$ cat src/rtl/pe_arb_pkg.sv
// Shared types and helpers for the round-robin priority-encoder arbiter.
// Holds the FSM state encoding and a one-hot to binary index conversion.
package pe_arb_pkg;

    typedef enum logic {
        IDLE  = 1'b0,
        GRANT = 1'b1
    } arb_state_t;

    // Callers zero-extend their vector to 64 bits and truncate the result.
    function automatic int unsigned onehot2idx(input logic [63:0] onehot);
        int unsigned idx;
        idx = 0;
        for (int i = 0; i < 64; i++) begin
            if (onehot[i]) begin
                idx = i;
            end
        end
        return idx;
    endfunction

endpackage

$ cat src/rtl/rr_pick.sv
// Combinational round-robin pick: lowest requester above last_idx, else
// lowest requester overall. Uses lowest-set-bit isolation (x & -x).
module rr_pick
    import pe_arb_pkg::*;
#(
    parameter int REQ_CNT = 4,
    parameter int IDX_W   = $clog2(REQ_CNT)
) (
    input  logic [REQ_CNT-1:0] req,
    input  logic [IDX_W-1:0]   last_idx,
    output logic [REQ_CNT-1:0] pick_onehot,
    output logic [IDX_W-1:0]   pick_idx
);

    localparam logic [REQ_CNT-1:0] ONE = {{(REQ_CNT-1){1'b0}}, 1'b1};

    logic [REQ_CNT-1:0] mask;
    logic [REQ_CNT-1:0] hi_req;
    logic [REQ_CNT-1:0] hi_iso;
    logic [REQ_CNT-1:0] all_iso;

    always_comb begin
        mask = '0;
        for (int i = 0; i < REQ_CNT; i++) begin
            mask[i] = (IDX_W'(i) > last_idx);
        end
    end

    assign hi_req  = req & mask;
    assign hi_iso  = hi_req & (~hi_req + ONE);
    assign all_iso = req & (~req + ONE);

    assign pick_onehot = (hi_req != '0) ? hi_iso : all_iso;
    assign pick_idx    = IDX_W'(onehot2idx(64'(pick_onehot)));

endmodule

$ cat src/rtl/pe_rr_arbiter.sv
// Round-robin arbiter feeding one shared priority-encoder datapath.
// Grants are held for a whole burst, capped at MAX_BURST beats.
module pe_rr_arbiter
    import pe_arb_pkg::*;
#(
    parameter int WIDTH     = 16,
    parameter int REQ_CNT   = 4,
    parameter int MAX_BURST = 16,
    localparam int IDX_W    = $clog2(REQ_CNT),
    localparam int CNT_W    = $clog2(MAX_BURST + 1)
) (
    input  logic                            clk_i,
    input  logic                            arst_n_i,
    input  logic [REQ_CNT-1:0][WIDTH-1:0]   req_data_i,
    input  logic [REQ_CNT-1:0]              req_val_i,
    input  logic [REQ_CNT-1:0]              req_last_i,
    output logic [REQ_CNT-1:0]              req_ready_o,
    output logic [WIDTH-1:0]                data_o,
    output logic                            data_val_o,
    output logic                            data_last_o,
    input  logic                            data_ready_i,
    output logic [REQ_CNT-1:0]              grant_o,
    output logic [IDX_W-1:0]                grant_idx_o
);

    arb_state_t         state_q, state_d;
    logic [REQ_CNT-1:0] grant_q, grant_d;
    logic [IDX_W-1:0]   grant_idx_q, grant_idx_d;
    logic [IDX_W-1:0]   last_idx_q, last_idx_d;
    logic [CNT_W-1:0]   beat_cnt_q, beat_cnt_d;

    logic [REQ_CNT-1:0] pick_onehot;
    logic [IDX_W-1:0]   pick_idx;
    logic               beat;

    rr_pick #(
        .REQ_CNT (REQ_CNT),
        .IDX_W   (IDX_W)
    ) u_rr_pick (
        .req         (req_val_i),
        .last_idx    (last_idx_q),
        .pick_onehot (pick_onehot),
        .pick_idx    (pick_idx)
    );

    // last_idx resets to the top index so requester 0 wins the first pick.
    always_ff @(posedge clk_i or negedge arst_n_i) begin
        if (!arst_n_i) begin
            state_q     <= IDLE;
            grant_q     <= '0;
            grant_idx_q <= '0;
            last_idx_q  <= IDX_W'(REQ_CNT - 1);
            beat_cnt_q  <= '0;
        end else begin
            state_q     <= state_d;
            grant_q     <= grant_d;
            grant_idx_q <= grant_idx_d;
            last_idx_q  <= last_idx_d;
            beat_cnt_q  <= beat_cnt_d;
        end
    end

    always_comb begin
        data_o      = req_data_i[grant_idx_q];
        data_val_o  = 1'b0;
        data_last_o = 1'b0;
        req_ready_o = '0;
        if (state_q == GRANT) begin
            data_val_o               = req_val_i[grant_idx_q];
            data_last_o              = data_val_o &
                                       (req_last_i[grant_idx_q] |
                                        (beat_cnt_q == CNT_W'(MAX_BURST - 1)));
            req_ready_o[grant_idx_q] = data_ready_i;
        end
    end

    assign beat = data_val_o & data_ready_i;

    // A released grant always passes through IDLE, giving one bubble cycle.
    always_comb begin
        state_d     = state_q;
        grant_d     = grant_q;
        grant_idx_d = grant_idx_q;
        last_idx_d  = last_idx_q;
        beat_cnt_d  = beat_cnt_q;
        case (state_q)
            IDLE: begin
                if (req_val_i != '0) begin
                    grant_d     = pick_onehot;
                    grant_idx_d = pick_idx;
                    state_d     = GRANT;
                end
            end
            GRANT: begin
                if (beat) begin
                    if (data_last_o) begin
                        last_idx_d = grant_idx_q;
                        beat_cnt_d = '0;
                        grant_d    = '0;
                        state_d    = IDLE;
                    end else begin
                        beat_cnt_d = beat_cnt_q + CNT_W'(1);
                    end
                end
            end
            default: state_d = IDLE;
        endcase
    end

    assign grant_o     = grant_q;
    assign grant_idx_o = grant_idx_q;

endmodule

$ cat config.mk
export PLATFORM = sky130hd
export DESIGN_NAME = pe_rr_arbiter
export DESIGN_NICKNAME = d
export VERILOG_FILES = /design/src/rtl/pe_arb_pkg.sv /design/src/rtl/rr_pick.sv /design/src/rtl/pe_rr_arbiter.sv
export SDC_FILE = /design/constraint.sdc
export NUM_CORES = 1
export LEC_CHECK = 0
export ABC_AREA = 1
export CORE_ASPECT_RATIO = 1.75
export CORE_MARGIN = 5
export CORE_UTILIZATION = 33
export DETAILED_ROUTE_END_ITERATION = 12
export GPL_ROUTABILITY_DRIVEN = 0
export PLACE_DENSITY_LB_ADDON = 0.1
export SYNTH_ARGS = -nofsm -noshare
export SYNTH_HDL_FRONTEND = slang
export SYNTH_SLANG_ARGS = --single-unit
$ cat constraint.sdc
create_clock -name clk_i -period 2.3 [get_ports clk_i]
set_clock_uncertainty 0.05 [all_clocks]
set_input_delay 0.69 -clock clk_i [delete_from_list [all_inputs] [get_ports clk_i]]
set_output_delay 0.69 -clock clk_i [all_outputs]
set_load 0.02 [all_outputs]
## Word-level counts from Yosys, hierarchy flattened

Cells that the tools add are included.

| storage, ports and cells | value |
|---|---|
| register bits after elaboration | 14 |
| input port bits | 75 |
| logic and storage cells | 59 |

| operators by class | value |
|---|---|
| add/subtract/negate cells | 3 |
| order comparisons | 6 |
| equality and inequality tests | 4 |
| mux-type cells | 24 |
| bitwise logic cells | 10 |
| reductions and logical operators | 7 |

Operators with widths:

| cell | number |
|---|---|
| $bmux 16 s2 | 1 |
| $mux 4 | 5 |
| $and 4x4->4 | 4 |
| $mux 16 | 1 |
| $mux 1 | 9 |
| $add 4x1->4 const B | 2 |
| $not 4->4 | 2 |
| $pmux 4 s2 | 1 |
| $reduce_bool 4->1 | 2 |
| $reduce_and 3->1 | 2 |
| $add 5x1->5 const B | 1 |
| $eq 5x4->1 const B | 1 |
| $mux 5 | 1 |
| $bmux 1 s2 | 2 |
| $gt 1x2->1 const A | 2 |
| $gt 2x2->1 const A | 2 |
| $mux 2 | 2 |
| $ne 2x2->1 const B | 2 |
| $reduce_and 2->1 | 2 |
| $lt 2x3->1 const B | 1 |
| $and 1x1->1 | 2 |
| $demux 1 s2 | 1 |
| $ge 2x1->1 const B | 1 |
| $ne 2x1->1 const B | 1 |
| 4 further kinds | 4 |

## Depth between registers and ports, before layout

Gate-level depths: netlist of run 1.

| logic depth | value |
|---|---|
| word-level depth | 9 |
| depth in mapped cells | 11 |
| depth with buffers taken out | 11 |

## By module

A second synthesis of run 1 with hierarchy kept.

| unflattened totals | value |
|---|---|
| cells, all modules | 222 |
| area, all modules | 1438.9 um^2 |

Modules (own cells, without submodules):

| module | instances | cells an instance | area each (um^2) |
|---|---|---|---|
| pe_rr_arbiter | 1 | 189 | 1296.2 |
| rr_pick | 1 | 33 | 142.6 |

## Least setup slack after synthesis of run 1

No wires, ideal clock.

| timing | value |
|---|---|
| kind | flip-flop to output port |
| from | register beat_cnt_q[0] |
| to | output data_last_o |
| arrival time | 1368 ps |
| slack | 192 ps |
| stages on the path, launching flop included | 9 |
| buffers on the path | 0 |
| path through | dfrtp_1 -> ha_1 -> nand2_1 -> nor2_1 -> ha_1 -> inv_1 -> nand3_1 -> nand2_1 -> nor2_1 |

| on the way | value |
|---|---|
| cells in the longest elaborated chain, start to end | 4 |

Ends and longest elaborated chain:

| what | line | RTL |
|---|---|---|
| start: declaration | pe_rr_arbiter.sv:30 | `logic [CNT_W-1:0] beat_cnt_q, beat_cnt_d;` |
| start signal: assignment | pe_rr_arbiter.sv:59 | `beat_cnt_q <= beat_cnt_d;` |
| $eq 5x4->1 | pe_rr_arbiter.sv:72 | `(beat_cnt_q == CNT_W'(MAX_BURST - 1)));` |
| $or 1x1->1 | pe_rr_arbiter.sv:71 | `(req_last_i[grant_idx_q] \|` |
| $and 1x1->1 | pe_rr_arbiter.sv:70 | `data_last_o = data_val_o &` |
| $mux 1 | pe_rr_arbiter.sv:68 | `if (state_q == GRANT) begin` |
| end: declaration | pe_rr_arbiter.sv:20 | `output logic data_last_o,` |

Every way passes these cells.

## Final worst setup path of run 1

Ends and elaborated chain as after synthesis.

==> summary.txt, run 1 <==
Routing
  • Max layer used: met4
  • Antenna Nets Post-Route: 0
  • DRT Pass-1 Iters: 4
  • Met3 wire len: 304 um
  • Post-DR vias/cell: 4.83
  • Met1 wire length: 2200 um
  • Met2 WL: 2840 um
  • Routed vias: 1782
  • Routed WL: 5430 um
  • WL/cell: 14.7 um
  • Residual DRC count: 0
  • Initial DRC Count: 81

Die
  • Std cell rows: 29
  • Die area: 5150 um2
  • Core ar.: 3630 um2
  • IO Count: 103
  • DIE HEIGHT: 91.3 um
  • Die span in x: 56.4 um
  • Initial core utilization: 34.3%

Clock network
  • Reg clk slew, reported paths: 0.06 ns
  • Cts bufs inserted: 3
  • Clk sinks: 14
  • CTS tree: built
  • Worst skew pair latency: 0.24 ns
  • CTS Root Buffer Type: clkbuf_8
  • H-tree Lvls: 1
  • Hold_buf cts: 0
  • Clk buf depth: 2

GRT
  • Overall Global Routing Usage: 20.8%
  • Grt total ovfl: 0
  • Vias in the first global route: 1723
  • Largest net degree at the start of global routing: 17
  • Global-route wire length before repair: 8660 um
  • Initial antenna violation count: 0

STA
  • Final count of hold timing violations: 0
  • Max-slew violation count: 0
  • Actual slew at the worst max-slew pin: 0.622 ns
  • Hold Slack: 0.430 ns
  • Final min period: 2.29 ns
  • Fmax: 0.437 GHz
  • Tcrit/Tclk final: 99.4%
  • Max-slew headroom: 58.4%
  • Final setup viols: 0
  • Unrepaired setup endpoints after global routing: true

Critical path
  • Crit path max-delay family: simple AND/OR/NAND/NOR gates
  • R2R Setup Slk: 0.19 ns
  • Critical path class: reg2out
  • CP cell instances: ha_2 -> nand2_2 -> nor2_2 -> ha_2 -> inv_2 -> nand3_2 -> nand2_2 -> nor2_2 -> buf_6
  • Worst Setup End Kind: primary output
  • Crit-path slowest cell: dfrtp_1
  • Critical Path Fanout Max: 2
  • Worst endpoint data arrival time: 1.55 ns
  • Buffers plus inverters on the worst setup path: 2
  • CP max stage delay: 0.36 ns
  • Nature of the critical path startpoint: flip-flop
  • Crit path required time: 1.56 ns

Yosys
  • Syn nets: 269
  • Primary FF master, synth: dfrtp_1
  • Number of synthesized register bits: 14
  • Top-count cell post-synth: nand2_1
  • Distinct cell type count after synthesis: 25
  • Synthesized area: 1240 um2
  • Sequential fraction of the synthesis area: 28.3%
  • Post-Syn Instances: 192
  • Share of the synthesized area in the top cell type: 24.1%
  • Post-synth EDFFs: 0
  • Post-synth top area cell: dfrtp_1
  • Mean Syn Cell Area: 6.48 um2
  • Total of warnings raised by yosys: 0
  • Top cells by count, synth: nand2_1 (71), a22oi_1 (23), inv_1 (16), nand3_1 (15)
  • Async SR Flop Fraction: 100%
  • Largest cells by area after synthesis: dfrtp_1 (24%), nand2_1 (21%), a22oi_1 (14%), nand3_1 (6.0%), inv_1 (4.8%)

Finish
  • Nets: 401
  • Area delta synth->final: 105%
  • Fin cells: 369
  • Ant. Diodes: 0
  • Post-layout util: 70.4%
  • Share of layout cells above drive strength 1: 27.6%

Power and ir drop
  • Switching share of power: 49.1%
  • P_sw: 0.00151 W
  • Static Leak: 1.26 nW
  • Internal power: 0.00156 W
  • Sequential cell fraction of total power: 16.0%
  • Power share of the clock group: 6.8%
  • Maximum VDD drop: 0.00107 V
  • Power Dens Cells: 1200 nW/um2
  • Power share of the combinational group: 77.2%

Run status
  • Outcome: finished, final reports clean

Flow run
  • Max-Cap Viols: 0

Placed design
  • # port buffers: 102
  • Post-DP HPWL: 4330 um
  • DP Cell Count: 356

Worst hold path
  • Hold Path Class: reg2reg
==> path summary, 6_finish.rpt <==
| check | from | to | cells after the start |
|---|---|---|---|
| min in group asynchronous | arst_n_i | grant_o[0] | 1 |
| max in group asynchronous | arst_n_i | grant_idx_o[1] | 1 |
| max reg2reg | grant_idx_o[0] | last_idx_q[1] | 15 |
| min reg2reg | grant_o[1] | grant_o[1] | 2 |
| max | beat_cnt_q[0] | data_last_o | 9 |
| min | grant_o[1] | grant_o[1] | 2 |
==> registers in the layout, summed over array words and instances (netlist names) <==
name and cells:
state_q 1, grant_idx_o 2, beat_cnt_q 5, grant_o 4, last_idx_q 2
==> tightest hold or removal path: cells and delay by family (launching register included) <==
family / cells / cell delay (ns)
flops: 1 / 0.35
simple gates: 2 / 0.10
==> per-stage QoR <==
stage	power [W]	setup slack [ns]	setup TNS [ns]	area, um2
3_5_place_dp	0.00288	-0.702	-9.04	2470
2_1_floorplan	0.00172	0.192	0	1240
5_1_grt	0.00331	-0.100	-0.152	2550
4_1_cts	0.00300	-0.00276	-0.00276	2500
6_report	0.00307	0.0128	0	2550
3_3_place_gp	0.00285	-0.706	-8.88	2470
==> area by class of cell <==
cell class,instances,area (um2)
Clock buffer,4,45.0
Inverter,20,80.1
Tap cell,46,57.6
Multi-Input combinational cell,152,826
Timing Repair Buffer,133,1190
Fill cell,321,1070
Sequential cell,14,355
==> layer usage <==
| metal | up-vias | GRT usage (%) |
|---|---|---|
| met5 | - | 0 |
| met4 | 0 | 5.94 |
| met3 | 12 | 3.26 |
| met2 | 74 | 37.7 |
| met1 | 796 | 24.5 |
| li1 | 900 | - |
==> timing repair <==
item | in CTS | in global routing
setup endpoints to repair | 23 | 10
gates resized for setup | 111 | 19
pin swaps | 9 | 11
buffers inserted | 8 | 1
==> logic make-up (layout without fill, tap and decap cells) <==
| kind of cell | count (synthesis) | after routing | share of synthesized area [%] |
|---|---|---|---|
| AO/OA/AOI/OAI | 36 | 36 | 19.5 |
| adder cells (fa/ha/maj) | 2 | 2 | 2.01 |
| AND/OR/NAND/NOR | 114 | 114 | 40.4 |
| flip-flops | 14 | 14 | 28.3 |
| buffers and inverters | 26 | 157 | 9.75 |
==> power by group through the flow <==
stage	combinational [W]	clock, W	sequential, W
floorplan	0.00122	0	0.000501
global placement	0.00236	0	0.000487
detailed placement	0.00239	0	0.000489
CTS	0.00231	0.000214	0.000484
global route	0.00257	0.000228	0.000514
finish	0.00237	0.000207	0.000490
==> layout by cell type (no fill, tap or decap), types with 3 or more instances in the layout <==
master           count
clkdlybuf4s50_1     69
nand2_1             67
buf_4               32
a22oi_1             20
buf_2               16
inv_1               15
nand3_1             14
nor2_1              10
dfrtp_1             10
dlygate4sd2_1        8
nand2_2              7
o21ai_1              5
inv_2                4
nor2_2               4
nand4_1              3
a22oi_2              3
nor3_2               3
o21ai_0              3
a21oi_1              3
clkbuf_8             3
buf_6                3
Power figures use the tool's default switching activity.
==> run 2: changes to the inputs <==
Settings changed: SETUP_SLACK_MARGIN from default to 0.5, TNS_END_PERCENT from default to 10.
==> run 2 against run 1 <==
The flow now finishes with violations (setup timing). Clock-buffer cell count unchanged. Fmax shrank 1.5%. Non-clock buffer count grew 10. Global-route usage grew 1.8 points. Via count increased by 6.1%. Flip-flop and latch count unchanged. Worst hold slack got worse by 0.0012 ns. Design area grew 18%. First-iteration DRC count shrank 35%. Critical path depth is the same. Sequential share of layout area decreased by 2.1 points. Clock power rose by 19%. Critical endpoint unchanged.
==> summary.txt, run 2 (synthesized netlist as in run 1, its figures left out) <==
Clock network
  • CTS tree: built
  • Clk buf depth: 2
  • Worst skew pair latency: 0.26 ns
  • Cts bufs inserted: 3
  • H-tree Lvls: 1
  • Hold_buf cts: 0
  • Reg clk slew, reported paths: 0.06 ns
  • Clk sinks: 14
  • CTS Root Buffer Type: clkbuf_8

Power and ir drop
  • Total Power: 0.00391 W
  • Maximum VDD drop: 0.00110 V
  • Static Leak: 1.45 nW
  • Power Dens Cells: 1300 nW/um2

Worst hold path
  • WHS Path Cells: 2
  • Hold Crit Start: grant_o[0]
  • Hold Path Sink: grant_o[0]
  • Hold Path Class: reg2reg

Die
  • Die span in x: 56.4 um
  • DIE HEIGHT: 91.3 um
  • Std cell rows: 29
  • Initial core utilization: 34.3%
  • Die area: 5150 um2
  • Core ar.: 3630 um2
  • IO Count: 103

STA
  • Max-slew headroom: 57.9%
  • Unrepaired setup endpoints after global routing: true
  • Final setup viols: 1
  • Actual slew at the worst max-slew pin: 0.630 ns
  • Fmax: 0.431 GHz
  • Total negative slack: -0.0210 ns
  • Final count of hold timing violations: 0
  • Hold Slack: 0.428 ns
  • Final min period: 2.32 ns
  • Fin worst setup slack: -0.0210 ns
  • Max-slew violation count: 0
  • Tcrit/Tclk final: 101%

Critical path
  • Critical path class: reg2out
  • CP cell instances: ha_2 -> nand2_2 -> nor2_4 -> ha_4 -> inv_2 -> nand3_4 -> nand2_4 -> nor2_4 -> buf_6
  • Buffers plus inverters on the worst setup path: 2
  • CP max stage delay: 0.37 ns
  • Crit-path slowest cell: dfrtp_1
  • Worst endpoint data arrival time: 1.58 ns
  • Critical Path Most Common Cell: nor2_4
  • R2R Setup Slk: 0.11 ns
  • FF-to-FF End: last_idx_q[1]
  • Critical Path Fanout Max: 2
  • Worst r2r path cells: 15
  • Crit path max-delay family: simple AND/OR/NAND/NOR gates
  • Nature of the critical path startpoint: flip-flop
  • Crit path required time: 1.56 ns
  • Worst r2r src: grant_idx_o[0]
  • Worst Setup End Kind: primary output

GRT
  • Overall Global Routing Usage: 22.5%
  • Global-route wire length before repair: 9440 um
  • Vias in the first global route: 1881
  • Grt total ovfl: 0
  • Initial antenna violation count: 0
  • Largest net degree at the start of global routing: 17

Placed design
  • Placed Area: 2600 um2
  • Pre-CTS setup slack: -0.716 ns
  • # port buffers: 102
  • Post-DP HPWL: 4530 um

Finish
  • Ant. Diodes: 0
  • Area delta synth->final: 142%
  • Fill cells: 236
  • Design area: 3010 um2
  • Commonest non-fill, non-tap cells in the layout: nand2_1 (61), clkdlybuf4s50_1 (39), dlygate4sd2_1 (33)
  • Max FFs per register: 5
  • Reg with most FFs: beat_cnt_q
  • Share of layout cells above drive strength 1: 42.9%
  • Most common library cell in the layout ignoring fill and taps: nand2_1
  • Nets: 411

Routing
  • Initial DRC Count: 53
  • WL/cell: 15.9 um
  • Routed vias: 1891
  • DRT Pass-1 Iters: 4
  • Antenna Nets Post-Route: 0
  • Post-DR vias/cell: 4.99
  • Routed WL: 6010 um
  • Residual DRC count: 0

Run status
  • Outcome: complete, but fails checks
  • Violated checks: setup timing

Flow run
  • Max-Cap Viols: 0
[run 2: cell count changes in the layout (fill, tap and decap cells not counted), moves of 5 or more]
cell,before,now
a22oi_1,20,1
a22oi_2,3,22
buf_2,16,1
buf_6,3,29
clkdlybuf4s50_1,69,39
dlygate4sd2_1,8,33
nand2_1,67,61
nand3_1,14,9
nor2_4,2,7
[run 2: worst register-to-register path, delay by kind of cell (launching register included)]
kind                   cells  cell delay (ns)
AND/OR/NAND/NOR            6             0.50
flip-flops                 1             0.50
AO/OA/AOI/OAI              1             0.12
buffers and inverters      8             0.97
[run 2: repair_timing]
action                                  in CTS  in global routing
pin swaps                                   60                 36
gates resized for setup                    212                 24
setup buffers                               15                  3
cloned                                       0                  1
endpoints found under the setup margin      40                 36
[run 2: layer usage]
metal	share of wire, %	GRT usage, %	vias up
met2	57	43.5	78
li1	-	-	920
met3	6.1	4.26	11
met5	0	0	-
met1	35	23.5	882
met4	2.0	7.33	0
[run 2: layout make-up]
class	count	area [um2]	share of cell area (%)
Inverter	20	85.1	2.83
Tap cell	46	57.6	1.91
Multi-Input combinational cell	152	1050	34.9
Clock buffer	4	55.1	1.83
Timing Repair Buffer	143	1410	46.8
Sequential cell	14	355	11.8
[run 2: power breakdown]
group / switching (W) / internal [W]
registers: 0.000135 / 0.000375
clock network: 0.0000945 / 0.000152
logic: 0.00160 / 0.00155
total: 0.00183 / 0.00208
[run 2: stage by stage]
stage          std cells  util, %
4_1_cts              375     78.5
3_3_place_gp         356     71.7
3_5_place_dp         356     71.7
5_1_grt              379     83.0
2_1_floorplan        192        -
6_report             379     83.0
[run 2: worst max path at each step]
stage	depth (start not counted)	startpoint	end	slack, ns
after CTS	9	beat_cnt_q[1]	data_last_o	-0.03
after global placement	8	req_last_i[3]	data_last_o	-0.67
final	9	beat_cnt_q[1]	data_last_o	-0.02
after global routing	9	beat_cnt_q[1]	data_last_o	-0.1
after floorplan	8	beat_cnt_q[0]	data_last_o	0.32
after detailed placement	8	req_last_i[3]	data_last_o	-0.72
